<file path="config.mk">
export PLATFORM = sky130hd
export DESIGN_NAME = id_ex_reg_flat
export DESIGN_NICKNAME = d
export VERILOG_FILES = /design/src/rtl/id_ex_reg_if.sv /design/src/rtl/id_ex_reg.sv /design/src/flat_wrapper.sv
export SDC_FILE = /design/constraint.sdc
export NUM_CORES = 1
export LEC_CHECK = 0
export BUFFER_PORTS_ARGS = -buffer_cell sky130_fd_sc_hd__buf_2
export CAP_MARGIN = 15
export CORE_ASPECT_RATIO = 0.9
export CORE_MARGIN = 2
export CORE_UTILIZATION = 40
export CTS_CLUSTER_SIZE = 28
export DETAILED_ROUTE_END_ITERATION = 6
export PLACE_DENSITY = 0.71
export SYNTH_ARGS = -nofsm -noshare
export SYNTH_HDL_FRONTEND = slang
export SYNTH_SLANG_ARGS = --single-unit
</file>
<file path="constraint.sdc">
create_clock -name clk -period 3.6 [get_ports clk]
set_clock_uncertainty 0.2 [all_clocks]
set_input_delay 0.54 -clock clk [delete_from_list [all_inputs] [get_ports clk]]
set_output_delay 0.54 -clock clk [all_outputs]
set_load 0.01 [all_outputs]
</file>
<file path="src/rtl/id_ex_reg_if.sv">
// id_ex_reg_if: bundle between the decode stage, the ID/EX pipeline register and the execute stage.
//
// Signals
//   flush, freeze       : pipeline control into the register
//   *_in                : decoded instruction bundle from decode
//   *_out               : registered bundle towards execute
//   bubble_cnt          : saturating count of bubbles loaded into execute
//
// Modports
//   master : pipeline side; drives flush/freeze and the *_in bundle, observes *_out/bubble_cnt
//   slave  : pipeline register; consumes the *_in bundle, drives *_out/bubble_cnt
interface id_ex_reg_if #(
  parameter int unsigned CNT_W = 16
);
  logic             flush;
  logic             freeze;

  logic [31:0]      PC_in;
  logic             WB_EN_in;
  logic             MEM_R_EN_in;
  logic             MEM_W_EN_in;
  logic             B_in;
  logic             S_in;
  logic [3:0]       EXE_CMD_in;
  logic [31:0]      Val_Rn_in;
  logic [31:0]      Val_Rm_in;
  logic             imm_in;
  logic [11:0]      Shift_operand_in;
  logic [23:0]      Signed_imm_24_in;
  logic [3:0]       Dest_in;
  logic [3:0]       SR_in;
  logic [3:0]       src1_in;
  logic [3:0]       src2_in;

  logic [31:0]      PC_out;
  logic             WB_EN_out;
  logic             MEM_R_EN_out;
  logic             MEM_W_EN_out;
  logic             B_out;
  logic             S_out;
  logic [3:0]       EXE_CMD_out;
  logic [31:0]      Val_Rn_out;
  logic [31:0]      Val_Rm_out;
  logic             imm_out;
  logic [11:0]      Shift_operand_out;
  logic [23:0]      Signed_imm_24_out;
  logic [3:0]       Dest_out;
  logic [3:0]       SR_out;
  logic [3:0]       src1_out;
  logic [3:0]       src2_out;

  logic [CNT_W-1:0] bubble_cnt;

  modport master (
    output flush, freeze,
    output PC_in, WB_EN_in, MEM_R_EN_in, MEM_W_EN_in, B_in, S_in, EXE_CMD_in,
    output Val_Rn_in, Val_Rm_in, imm_in, Shift_operand_in, Signed_imm_24_in,
    output Dest_in, SR_in, src1_in, src2_in,
    input  PC_out, WB_EN_out, MEM_R_EN_out, MEM_W_EN_out, B_out, S_out, EXE_CMD_out,
    input  Val_Rn_out, Val_Rm_out, imm_out, Shift_operand_out, Signed_imm_24_out,
    input  Dest_out, SR_out, src1_out, src2_out,
    input  bubble_cnt
  );

  modport slave (
    input  flush, freeze,
    input  PC_in, WB_EN_in, MEM_R_EN_in, MEM_W_EN_in, B_in, S_in, EXE_CMD_in,
    input  Val_Rn_in, Val_Rm_in, imm_in, Shift_operand_in, Signed_imm_24_in,
    input  Dest_in, SR_in, src1_in, src2_in,
    output PC_out, WB_EN_out, MEM_R_EN_out, MEM_W_EN_out, B_out, S_out, EXE_CMD_out,
    output Val_Rn_out, Val_Rm_out, imm_out, Shift_operand_out, Signed_imm_24_out,
    output Dest_out, SR_out, src1_out, src2_out,
    output bubble_cnt
  );
endinterface

</file>
<file path="src/rtl/id_ex_reg.sv">
// id_ex_reg: ID/EX pipeline register of the 5-stage ARM-subset core.
//
// Captures the decoded bundle every edge and presents it to execute one cycle later.
// Edge priority: reset > freeze > flush > load. A flush loads an all-zero NOP.
// bubble_cnt counts entries loaded with no work (WB/MEM_R/MEM_W/B all low) and saturates.
//
// Ports
//   clk : core clock, rising edge
//   rst : asynchronous active-low reset
//   bus : id_ex_reg_if.slave (flush/freeze, *_in bundle in, *_out bundle and bubble_cnt out)
//
// Configuration
//   ID_EX_FWD_EN : when defined, src1/src2 register numbers are piped through for the
//                  forwarding unit; otherwise src1_out/src2_out are constant zero.
module id_ex_reg #(
  parameter int unsigned CNT_W = 16
) (
  input logic        clk,
  input logic        rst,
  id_ex_reg_if.slave bus
);

  logic [31:0]      r_pc;
  logic             r_wb_en;
  logic             r_mem_r_en;
  logic             r_mem_w_en;
  logic             r_b;
  logic             r_s;
  logic [3:0]       r_exe_cmd;
  logic [31:0]      r_val_rn;
  logic [31:0]      r_val_rm;
  logic             r_imm;
  logic [11:0]      r_shift_operand;
  logic [23:0]      r_signed_imm_24;
  logic [3:0]       r_dest;
  logic [3:0]       r_sr;
  logic [CNT_W-1:0] r_bubble_cnt;

  logic             w_bubble;
  logic             w_cnt_max;
  logic [CNT_W-1:0] w_cnt_inc;

  // The entry about to be loaded is a bubble when it is a flush NOP or carries no work.
  // S alone only updates flags and is not counted as work.
  always_comb begin
    w_bubble = bus.flush |
               ~(bus.WB_EN_in | bus.MEM_R_EN_in | bus.MEM_W_EN_in | bus.B_in);
  end

  assign w_cnt_max = &r_bubble_cnt;
  assign w_cnt_inc = r_bubble_cnt + CNT_W'(1);

  always_ff @(posedge clk or negedge rst) begin
    if (!rst) begin
      r_pc            <= '0;
      r_wb_en         <= 1'b0;
      r_mem_r_en      <= 1'b0;
      r_mem_w_en      <= 1'b0;
      r_b             <= 1'b0;
      r_s             <= 1'b0;
      r_exe_cmd       <= '0;
      r_val_rn        <= '0;
      r_val_rm        <= '0;
      r_imm           <= 1'b0;
      r_shift_operand <= '0;
      r_signed_imm_24 <= '0;
      r_dest          <= '0;
      r_sr            <= '0;
    end else if (bus.freeze) begin
      // Stall: hold everything; a pending flush stays asserted upstream and lands later.
    end else if (bus.flush) begin
      r_pc            <= '0;
      r_wb_en         <= 1'b0;
      r_mem_r_en      <= 1'b0;
      r_mem_w_en      <= 1'b0;
      r_b             <= 1'b0;
      r_s             <= 1'b0;
      r_exe_cmd       <= '0;
      r_val_rn        <= '0;
      r_val_rm        <= '0;
      r_imm           <= 1'b0;
      r_shift_operand <= '0;
      r_signed_imm_24 <= '0;
      r_dest          <= '0;
      r_sr            <= '0;
    end else begin
      r_pc            <= bus.PC_in;
      r_wb_en         <= bus.WB_EN_in;
      r_mem_r_en      <= bus.MEM_R_EN_in;
      r_mem_w_en      <= bus.MEM_W_EN_in;
      r_b             <= bus.B_in;
      r_s             <= bus.S_in;
      r_exe_cmd       <= bus.EXE_CMD_in;
      r_val_rn        <= bus.Val_Rn_in;
      r_val_rm        <= bus.Val_Rm_in;
      r_imm           <= bus.imm_in;
      r_shift_operand <= bus.Shift_operand_in;
      r_signed_imm_24 <= bus.Signed_imm_24_in;
      r_dest          <= bus.Dest_in;
      r_sr            <= bus.SR_in;
    end
  end

  // Counter advances on the same edge that loads the bubble it counts.
  always_ff @(posedge clk or negedge rst) begin
    if (!rst) begin
      r_bubble_cnt <= '0;
    end else if (!bus.freeze && w_bubble && !w_cnt_max) begin
      r_bubble_cnt <= w_cnt_inc;
    end
  end

`ifdef ID_EX_FWD_EN
  logic [3:0] r_src1;
  logic [3:0] r_src2;

  always_ff @(posedge clk or negedge rst) begin
    if (!rst) begin
      r_src1 <= '0;
      r_src2 <= '0;
    end else if (bus.freeze) begin
      // hold
    end else if (bus.flush) begin
      r_src1 <= '0;
      r_src2 <= '0;
    end else begin
      r_src1 <= bus.src1_in;
      r_src2 <= bus.src2_in;
    end
  end

  assign bus.src1_out = r_src1;
  assign bus.src2_out = r_src2;
`else
  // Forwarding disabled: source numbers are not needed downstream.
  logic w_unused_src;
  assign w_unused_src = ^{bus.src1_in, bus.src2_in};

  assign bus.src1_out = 4'b0;
  assign bus.src2_out = 4'b0;
`endif

  assign bus.PC_out            = r_pc;
  assign bus.WB_EN_out         = r_wb_en;
  assign bus.MEM_R_EN_out      = r_mem_r_en;
  assign bus.MEM_W_EN_out      = r_mem_w_en;
  assign bus.B_out             = r_b;
  assign bus.S_out             = r_s;
  assign bus.EXE_CMD_out       = r_exe_cmd;
  assign bus.Val_Rn_out        = r_val_rn;
  assign bus.Val_Rm_out        = r_val_rm;
  assign bus.imm_out           = r_imm;
  assign bus.Shift_operand_out = r_shift_operand;
  assign bus.Signed_imm_24_out = r_signed_imm_24;
  assign bus.Dest_out          = r_dest;
  assign bus.SR_out            = r_sr;
  assign bus.bubble_cnt        = r_bubble_cnt;

endmodule

</file>
<file path="src/flat_wrapper.sv">
// flat-port wrapper written by rule: the top's interface ports become plain ports
module id_ex_reg_flat 
#(
  parameter int unsigned CNT_W = 16
)
  (clk, rst, bus_flush, bus_freeze, bus_PC_in, bus_WB_EN_in, bus_MEM_R_EN_in, bus_MEM_W_EN_in, bus_B_in, bus_S_in, bus_EXE_CMD_in, bus_Val_Rn_in, bus_Val_Rm_in, bus_imm_in, bus_Shift_operand_in, bus_Signed_imm_24_in, bus_Dest_in, bus_SR_in, bus_src1_in, bus_src2_in, bus_PC_out, bus_WB_EN_out, bus_MEM_R_EN_out, bus_MEM_W_EN_out, bus_B_out, bus_S_out, bus_EXE_CMD_out, bus_Val_Rn_out, bus_Val_Rm_out, bus_imm_out, bus_Shift_operand_out, bus_Signed_imm_24_out, bus_Dest_out, bus_SR_out, bus_src1_out, bus_src2_out, bus_bubble_cnt);
  id_ex_reg_if #(.CNT_W(CNT_W)) bus_i ();
  input logic clk;
  input logic rst;
  input wire logic [$bits(bus_i.flush)-1:0] bus_flush;
  input wire logic [$bits(bus_i.freeze)-1:0] bus_freeze;
  input wire logic [$bits(bus_i.PC_in)-1:0] bus_PC_in;
  input wire logic [$bits(bus_i.WB_EN_in)-1:0] bus_WB_EN_in;
  input wire logic [$bits(bus_i.MEM_R_EN_in)-1:0] bus_MEM_R_EN_in;
  input wire logic [$bits(bus_i.MEM_W_EN_in)-1:0] bus_MEM_W_EN_in;
  input wire logic [$bits(bus_i.B_in)-1:0] bus_B_in;
  input wire logic [$bits(bus_i.S_in)-1:0] bus_S_in;
  input wire logic [$bits(bus_i.EXE_CMD_in)-1:0] bus_EXE_CMD_in;
  input wire logic [$bits(bus_i.Val_Rn_in)-1:0] bus_Val_Rn_in;
  input wire logic [$bits(bus_i.Val_Rm_in)-1:0] bus_Val_Rm_in;
  input wire logic [$bits(bus_i.imm_in)-1:0] bus_imm_in;
  input wire logic [$bits(bus_i.Shift_operand_in)-1:0] bus_Shift_operand_in;
  input wire logic [$bits(bus_i.Signed_imm_24_in)-1:0] bus_Signed_imm_24_in;
  input wire logic [$bits(bus_i.Dest_in)-1:0] bus_Dest_in;
  input wire logic [$bits(bus_i.SR_in)-1:0] bus_SR_in;
  input wire logic [$bits(bus_i.src1_in)-1:0] bus_src1_in;
  input wire logic [$bits(bus_i.src2_in)-1:0] bus_src2_in;
  output wire logic [$bits(bus_i.PC_out)-1:0] bus_PC_out;
  output wire logic [$bits(bus_i.WB_EN_out)-1:0] bus_WB_EN_out;
  output wire logic [$bits(bus_i.MEM_R_EN_out)-1:0] bus_MEM_R_EN_out;
  output wire logic [$bits(bus_i.MEM_W_EN_out)-1:0] bus_MEM_W_EN_out;
  output wire logic [$bits(bus_i.B_out)-1:0] bus_B_out;
  output wire logic [$bits(bus_i.S_out)-1:0] bus_S_out;
  output wire logic [$bits(bus_i.EXE_CMD_out)-1:0] bus_EXE_CMD_out;
  output wire logic [$bits(bus_i.Val_Rn_out)-1:0] bus_Val_Rn_out;
  output wire logic [$bits(bus_i.Val_Rm_out)-1:0] bus_Val_Rm_out;
  output wire logic [$bits(bus_i.imm_out)-1:0] bus_imm_out;
  output wire logic [$bits(bus_i.Shift_operand_out)-1:0] bus_Shift_operand_out;
  output wire logic [$bits(bus_i.Signed_imm_24_out)-1:0] bus_Signed_imm_24_out;
  output wire logic [$bits(bus_i.Dest_out)-1:0] bus_Dest_out;
  output wire logic [$bits(bus_i.SR_out)-1:0] bus_SR_out;
  output wire logic [$bits(bus_i.src1_out)-1:0] bus_src1_out;
  output wire logic [$bits(bus_i.src2_out)-1:0] bus_src2_out;
  output wire logic [$bits(bus_i.bubble_cnt)-1:0] bus_bubble_cnt;
  assign bus_i.flush = bus_flush;
  assign bus_i.freeze = bus_freeze;
  assign bus_i.PC_in = bus_PC_in;
  assign bus_i.WB_EN_in = bus_WB_EN_in;
  assign bus_i.MEM_R_EN_in = bus_MEM_R_EN_in;
  assign bus_i.MEM_W_EN_in = bus_MEM_W_EN_in;
  assign bus_i.B_in = bus_B_in;
  assign bus_i.S_in = bus_S_in;
  assign bus_i.EXE_CMD_in = bus_EXE_CMD_in;
  assign bus_i.Val_Rn_in = bus_Val_Rn_in;
  assign bus_i.Val_Rm_in = bus_Val_Rm_in;
  assign bus_i.imm_in = bus_imm_in;
  assign bus_i.Shift_operand_in = bus_Shift_operand_in;
  assign bus_i.Signed_imm_24_in = bus_Signed_imm_24_in;
  assign bus_i.Dest_in = bus_Dest_in;
  assign bus_i.SR_in = bus_SR_in;
  assign bus_i.src1_in = bus_src1_in;
  assign bus_i.src2_in = bus_src2_in;
  assign bus_PC_out = bus_i.PC_out;
  assign bus_WB_EN_out = bus_i.WB_EN_out;
  assign bus_MEM_R_EN_out = bus_i.MEM_R_EN_out;
  assign bus_MEM_W_EN_out = bus_i.MEM_W_EN_out;
  assign bus_B_out = bus_i.B_out;
  assign bus_S_out = bus_i.S_out;
  assign bus_EXE_CMD_out = bus_i.EXE_CMD_out;
  assign bus_Val_Rn_out = bus_i.Val_Rn_out;
  assign bus_Val_Rm_out = bus_i.Val_Rm_out;
  assign bus_imm_out = bus_i.imm_out;
  assign bus_Shift_operand_out = bus_i.Shift_operand_out;
  assign bus_Signed_imm_24_out = bus_i.Signed_imm_24_out;
  assign bus_Dest_out = bus_i.Dest_out;
  assign bus_SR_out = bus_i.SR_out;
  assign bus_src1_out = bus_i.src1_out;
  assign bus_src2_out = bus_i.src2_out;
  assign bus_bubble_cnt = bus_i.bubble_cnt;
  id_ex_reg #(.CNT_W(CNT_W)) u_core (.clk(clk), .rst(rst), .bus(bus_i));
endmodule
</file>
==> out/qor.csv, run 1 <==
metric,value,unit
initial antenna violation count,0,
fin util,0.541,
CTS tree,yes,
critical path launch point type,flop,
Synth Flop Type,dfrtp_1,
IO Pins,336,
fin crit share,0.582,
1st-iter DRT viols,237,
top-area cell type share of the netlist area,0.586,
Worst path max stage delay,440,ps
Slew HR,0.514,
Die ar.,18800,µm²
Yosys cell types,36,
GRT overflow,0,
reg-to-reg startpoint,u_core.bus.bubble_cnt[0]$_DFFE_PN0P_,
Die Ht,130,µm
Synth Instances,711,
total power,4.72,mW
"Clk Latency, worst-skew pair",420,ps
post-synthesis async set-or-reset flop share,1.00,
"flops & latches, synth",166,
cts bufs inserted,17,
CP Capture Type,flop,
Starting Density,0.405,
RSZ-0062 raised after global routing,false,
HPWL Detailed,12900,µm
Sum Neg Setup Slack,0,ps
DR pass1 iterations,4,
std cell rows,46,
worst path required time,3700,ps
Via density,4.67,
met3 WL,1560,µm
Overall Global Routing Usage,0.187,
"commonest non-fill, non-tap cells in the layout","buf_2, dfrtp_1, o21ai_0",
Max Slew Vio Count,0,
Routed WL,18300,µm
CP startpoint,u_core.bus.bubble_cnt[0]$_DFFE_PN0P_,
WS Path Type,reg -> reg,
Tmin final,2090,ps
reg2reg setup slack,1510,ps
total number of vias,5895,
"most common cell after layout, fill and taps aside",buf_2,
mapped cell area,7090,µm²
first-pass GRT wire length,27600,µm
H-tree depth,4,
post-route antenna net violation count,0,
Final nets,1171,
syn_area_per_cell,9.97,µm²
biggest area consumer among synthesized cells,dfrtp_1,
"Buf+Inv Stages, Crit Path",0,
synth top area cells,"dfrtp_1, nand2b_1, o21ai_0, nand2_1, clkbuf_1",
Met1 Routed Length,8070,µm
number of cells on the critical path,5,
vias in the first global route,5371,
largest net degree at the start of global routing,97,
Worst path top cell family by delay,simple AND/OR/NAND/NOR gates,
cell area power density,498,nW/µm²
status,"finished, final reports clean",
reg-to-reg endpoint,u_core.bus.bubble_cnt[1]$_DFFE_PN0P_,
Slew @ Worst Pin,726,ps
DRC Markers,0,
Worst Hold Class,in -> reg,
maximum buffer depth of the clock tree,2,
worst vdd ir,446,µV
P&R area growth vs syn,33.5,%
Placed Cells,1228,
Post-synth EDFFs,0,
end of the critical path,u_core.bus.bubble_cnt[1]$_DFFE_PN0P_,
ANT cells,0,
critical path cell sequence,ha_1 -> and3_1 -> and4bb_1 -> nor2_2 -> mux2_4,
Core Region,17500,µm²
crit-path max FO,8,
Yosys warning total,0,
"Slowest-stage cell, CP",dfrtp_1,
Lkg Pwr,4.88,nW
DR top layer,met4,
WHS,136,ps
met2 routed WL,8450,µm
WL/cell,14.5,µm
layout cell share with drive strength beyond 1,0.364,
max_cap viols,0,
die width,144,µm
"Arr. time, crit path",2200,ps
I/O Buffers,319,
endpoints failing hold,0,
Root Driver,clkbuf_16,
Max Clk Rate,0.477,GHz
clk slew on worst S/H paths,70,ps
final setup fails,0,
sequential fraction of the synthesis area,0.586,
gpl congestion,0.811,
worst r2r path cells,5,
post-route insts no fill,1261,
# fillers,1626,
clock sink count,166,
# Post-CTS Setup Buffers,0,
[state kept, by name, summed over array words and instances (netlist names), 4 cells and up]
name	count
u_core.bus.PC_out	32
u_core.bus.Val_Rm_out	32
u_core.bus.Val_Rn_out	32
u_core.bus.Signed_imm_24_out	24
u_core.bus.bubble_cnt	16
u_core.bus.Shift_operand_out	12
u_core.bus.Dest_out	4
u_core.bus.EXE_CMD_out	4
u_core.bus.SR_out	4
[timing repair]
item,4_1_cts,5_1_grt
hold buffers,1,0
resized for setup,0,0
endpoints found under the hold margin,34,0
[Yosys cell counts, drive strengths merged, types with 2 or more instances]
master	instances
a22o	10
and3	2
and4	2
buf	20
clkbuf	37
dfrtp	166
inv	2
nand2	142
nand2b	140
nand3	3
nand4	4
nor2	4
nor3	5
nor3b	4
nor4	3
o2111ai	3
o21ai	145
xor2	12
[layer usage]
layer	track usage	up-vias
met1	0.242	2742
met4	0.0503	0
met5	0	-
met3	0.0690	16
met2	0.300	223
li1	-	2914
[worst min path at each step]
stage                              start                                    end  slack [ps]  depth (start not counted)
after detailed placement             rst  u_core.bus.EXE_CMD_out[0]$_DFFE_PN0N_         260                          1
after CTS                  bus_PC_in[31]      u_core.bus.PC_out[31]$_DFFE_PN0N_         110                          2
after global placement               rst  u_core.bus.EXE_CMD_out[0]$_DFFE_PN0N_         250                          1
after global routing      bus_Dest_in[3]     u_core.bus.Dest_out[3]$_DFFE_PN0N_         120                          2
final                     bus_Dest_in[3]     u_core.bus.Dest_out[3]$_DFFE_PN0N_         140                          2
after floorplan                      rst           u_core.bus.B_out$_DFFE_PN0N_          40                          0
[metrics by stage]
step	setup slack [ps]	cell area, µm²
after global placement	1510	8850
after global routing	1420	9460
after floorplan	1630	7110
after CTS	1500	9460
final	1510	9460
after detailed placement	1490	8850
[power breakdown]
| part | switching, mW | total, mW | leakage, nW | internal, mW |
|---|---|---|---|---|
| clock network | 0.794 | 1.86 | 0.297 | 1.07 |
| logic | 0.385 | 0.692 | 2.43 | 0.307 |
| registers | 0.131 | 2.16 | 2.16 | 2.03 |
[layout make-up]
cell class	count	area [µm²]	share of cell area
clock buffer	18	439	0.0464
clock inverter	14	168	0.0177
inverter	2	7.51	0.000793
multi-input combinational	493	2690	0.284
sequential	166	4150	0.439
tap	240	300	0.0317
timing repair buffer	328	1710	0.180
[cell families (layout without fill, tap and decap cells)]
family | count (synthesis) | in the layout | share of synthesized area
fa+ha+maj | 1 | 1 | 0.00176
mux | 1 | 1 | 0.00212
buf+inv | 59 | 362 | 0.0383
compound gates | 158 | 158 | 0.120
other cells | 1 | 8 | 0.000529
xor+xnor | 13 | 13 | 0.0161
simple gates | 312 | 312 | 0.235
flops | 166 | 166 | 0.586
(Power assumes the default switching activity.)
==> inputs of run 2 (changes only) <==
==> constraint.sdc (replaced) <==
create_clock -name clk -period 2.2 [get_ports clk]
set_clock_uncertainty 0.2 [all_clocks]
set_input_delay 0.33 -clock clk [delete_from_list [all_inputs] [get_ports clk]]
set_output_delay 0.33 -clock clk [all_outputs]
set_load 0.01 [all_outputs]
==> out/qor.csv, run 2 (synthesized netlist as in run 1, its figures left out) <==
metric,value,unit
status,"finished, final reports clean",
crit-path max FO,8,
RSZ-0062 raised after global routing,false,
# Post-CTS Setup Buffers,0,
Die ar.,18800,µm²
clk slew on worst S/H paths,60,ps
die width,144,µm
first-pass GRT wire length,32800,µm
endpoints failing hold,0,
"most common cell after layout, fill and taps aside",buf_2,
clock sink count,166,
Slew HR,0.622,
WL/cell,15.4,µm
WHS,37.7,ps
I/O Buffers,319,
WS Path Type,reg -> reg,
P&R area growth vs syn,55.5,%
layout cell share with drive strength beyond 1,0.325,
Worst Hold Class,in -> reg,
Lkg Pwr,5.54,nW
largest net degree at the start of global routing,93,
final setup fails,0,
DR pass1 iterations,4,
Worst path max stage delay,430,ps
IO Pins,336,
Max Slew Vio Count,0,
worst vdd ir,591,µV
HPWL Detailed,13200,µm
Die Ht,130,µm
H-tree depth,4,
Sum Neg Setup Slack,0,ps
Placement Cell Area,8960,µm²
CP Capture Type,flop,
gpl congestion,0.864,
max_cap viols,0,
Tmin final,2060,ps
Max Clk Rate,0.485,GHz
total power,7.95,mW
post-route cell area,11000,µm²
Routed WL,21800,µm
maximum buffer depth of the clock tree,2,
"Clk Latency, worst-skew pair",420,ps
Starting Density,0.405,
fin crit share,0.937,
Slew @ Worst Pin,568,ps
initial antenna violation count,0,
total number of vias,6629,
Root Driver,clkbuf_16,
Overall Global Routing Usage,0.223,
vias in the first global route,6551,
cts bufs inserted,17,
cell area power density,721,nW/µm²
ANT cells,0,
1st-iter DRT viols,288,
CTS tree,yes,
post-route antenna net violation count,0,
critical path launch point type,flop,
Core Region,17500,µm²
"Arr. time, crit path",2160,ps
worst path required time,2300,ps
DRC Markers,0,
critical path cell sequence,ha_1 -> and3_1 -> and4bb_1 -> nor2_2 -> mux2_4,
Final nets,1326,
"commonest non-fill, non-tap cells in the layout","buf_2, dfrtp_1, dlygate4sd3_1",
Via density,4.68,
"Slowest-stage cell, CP",dfrtp_1,
std cell rows,46,
GRT overflow,0,
[run 2: stage by stage]
stage	std cells	utilization	setup slack [ps]
after global placement	1238	0.512	171
final	1416	0.630	140
after CTS	1416	0.630	129
after global routing	1416	0.630	43.1
after detailed placement	1238	0.512	139
after floorplan	718	-	233
[run 2: cell type report]
| class | count | area, µm² |
|---|---|---|
| timing repair buffer | 483 | 3270 |
| clock buffer | 19 | 453 |
| tap | 240 | 300 |
| fill | 1377 | 6480 |
| multi-input combinational | 493 | 2690 |
| inverter | 2 | 7.51 |
| clock inverter | 13 | 146 |
| sequential | 166 | 4150 |
[run 2: final timing paths]
path / from / endpoint / slack, ps / cells past startpoint
hold / removal: bus_PC_in[17] / u_core.bus.PC_out[17]$_DFFE_PN0N_ / 40 / 3
setup reg to reg: u_core.bus.bubble_cnt[0]$_DFFE_PN0P_ / u_core.bus.bubble_cnt[1]$_DFFE_PN0P_ / 140 / 5
setup / recovery: u_core.bus.bubble_cnt[0]$_DFFE_PN0P_ / u_core.bus.bubble_cnt[1]$_DFFE_PN0P_ / 140 / 5
min in group asynchronous: rst / u_core.bus.bubble_cnt[9]$_DFFE_PN0P_ / 260 / 2
hold reg to reg: u_core.bus.Signed_imm_24_out[14]$_DFFE_PN0N_ / u_core.bus.Signed_imm_24_out[14]$_DFFE_PN0N_ / 280 / 2
max in group asynchronous: rst / u_core.bus.Val_Rm_out[22]$_DFFE_PN0N_ / 900 / 3
[run 2: where the power goes]
part	total (mW)	internal, mW	switching, mW
combinational	1.41	0.689	0.717
sequential	3.54	3.33	0.213
clock	3.00	1.75	1.26
[run 2: repair_timing]
| item | CTS | global route |
|---|---|---|
| hold endpoints to repair | 193 | 0 |
| hold buffers | 146 | 0 |
| endpoints found under the setup margin | 0 | 0 |
| resized for setup | 0 | 0 |
[run 2: worst max-delay path, delay by kind of cell (launching register included)]
kind / cells / cell delay [ps]
adder cells (fa/ha/maj): 1 / 260
flip-flops: 1 / 430
multiplexers: 1 / 310
AND/OR/NAND/NOR: 3 / 750
[run 2: routing by layer]
metal | global-route usage | part of all wire | vias to the layer above
met5 | 0 | 0 | -
met4 | 0.0714 | 0.021 | 0
met3 | 0.0903 | 0.089 | 34
met2 | 0.369 | 0.48 | 269
met1 | 0.269 | 0.41 | 3104
li1 | - | - | 3222
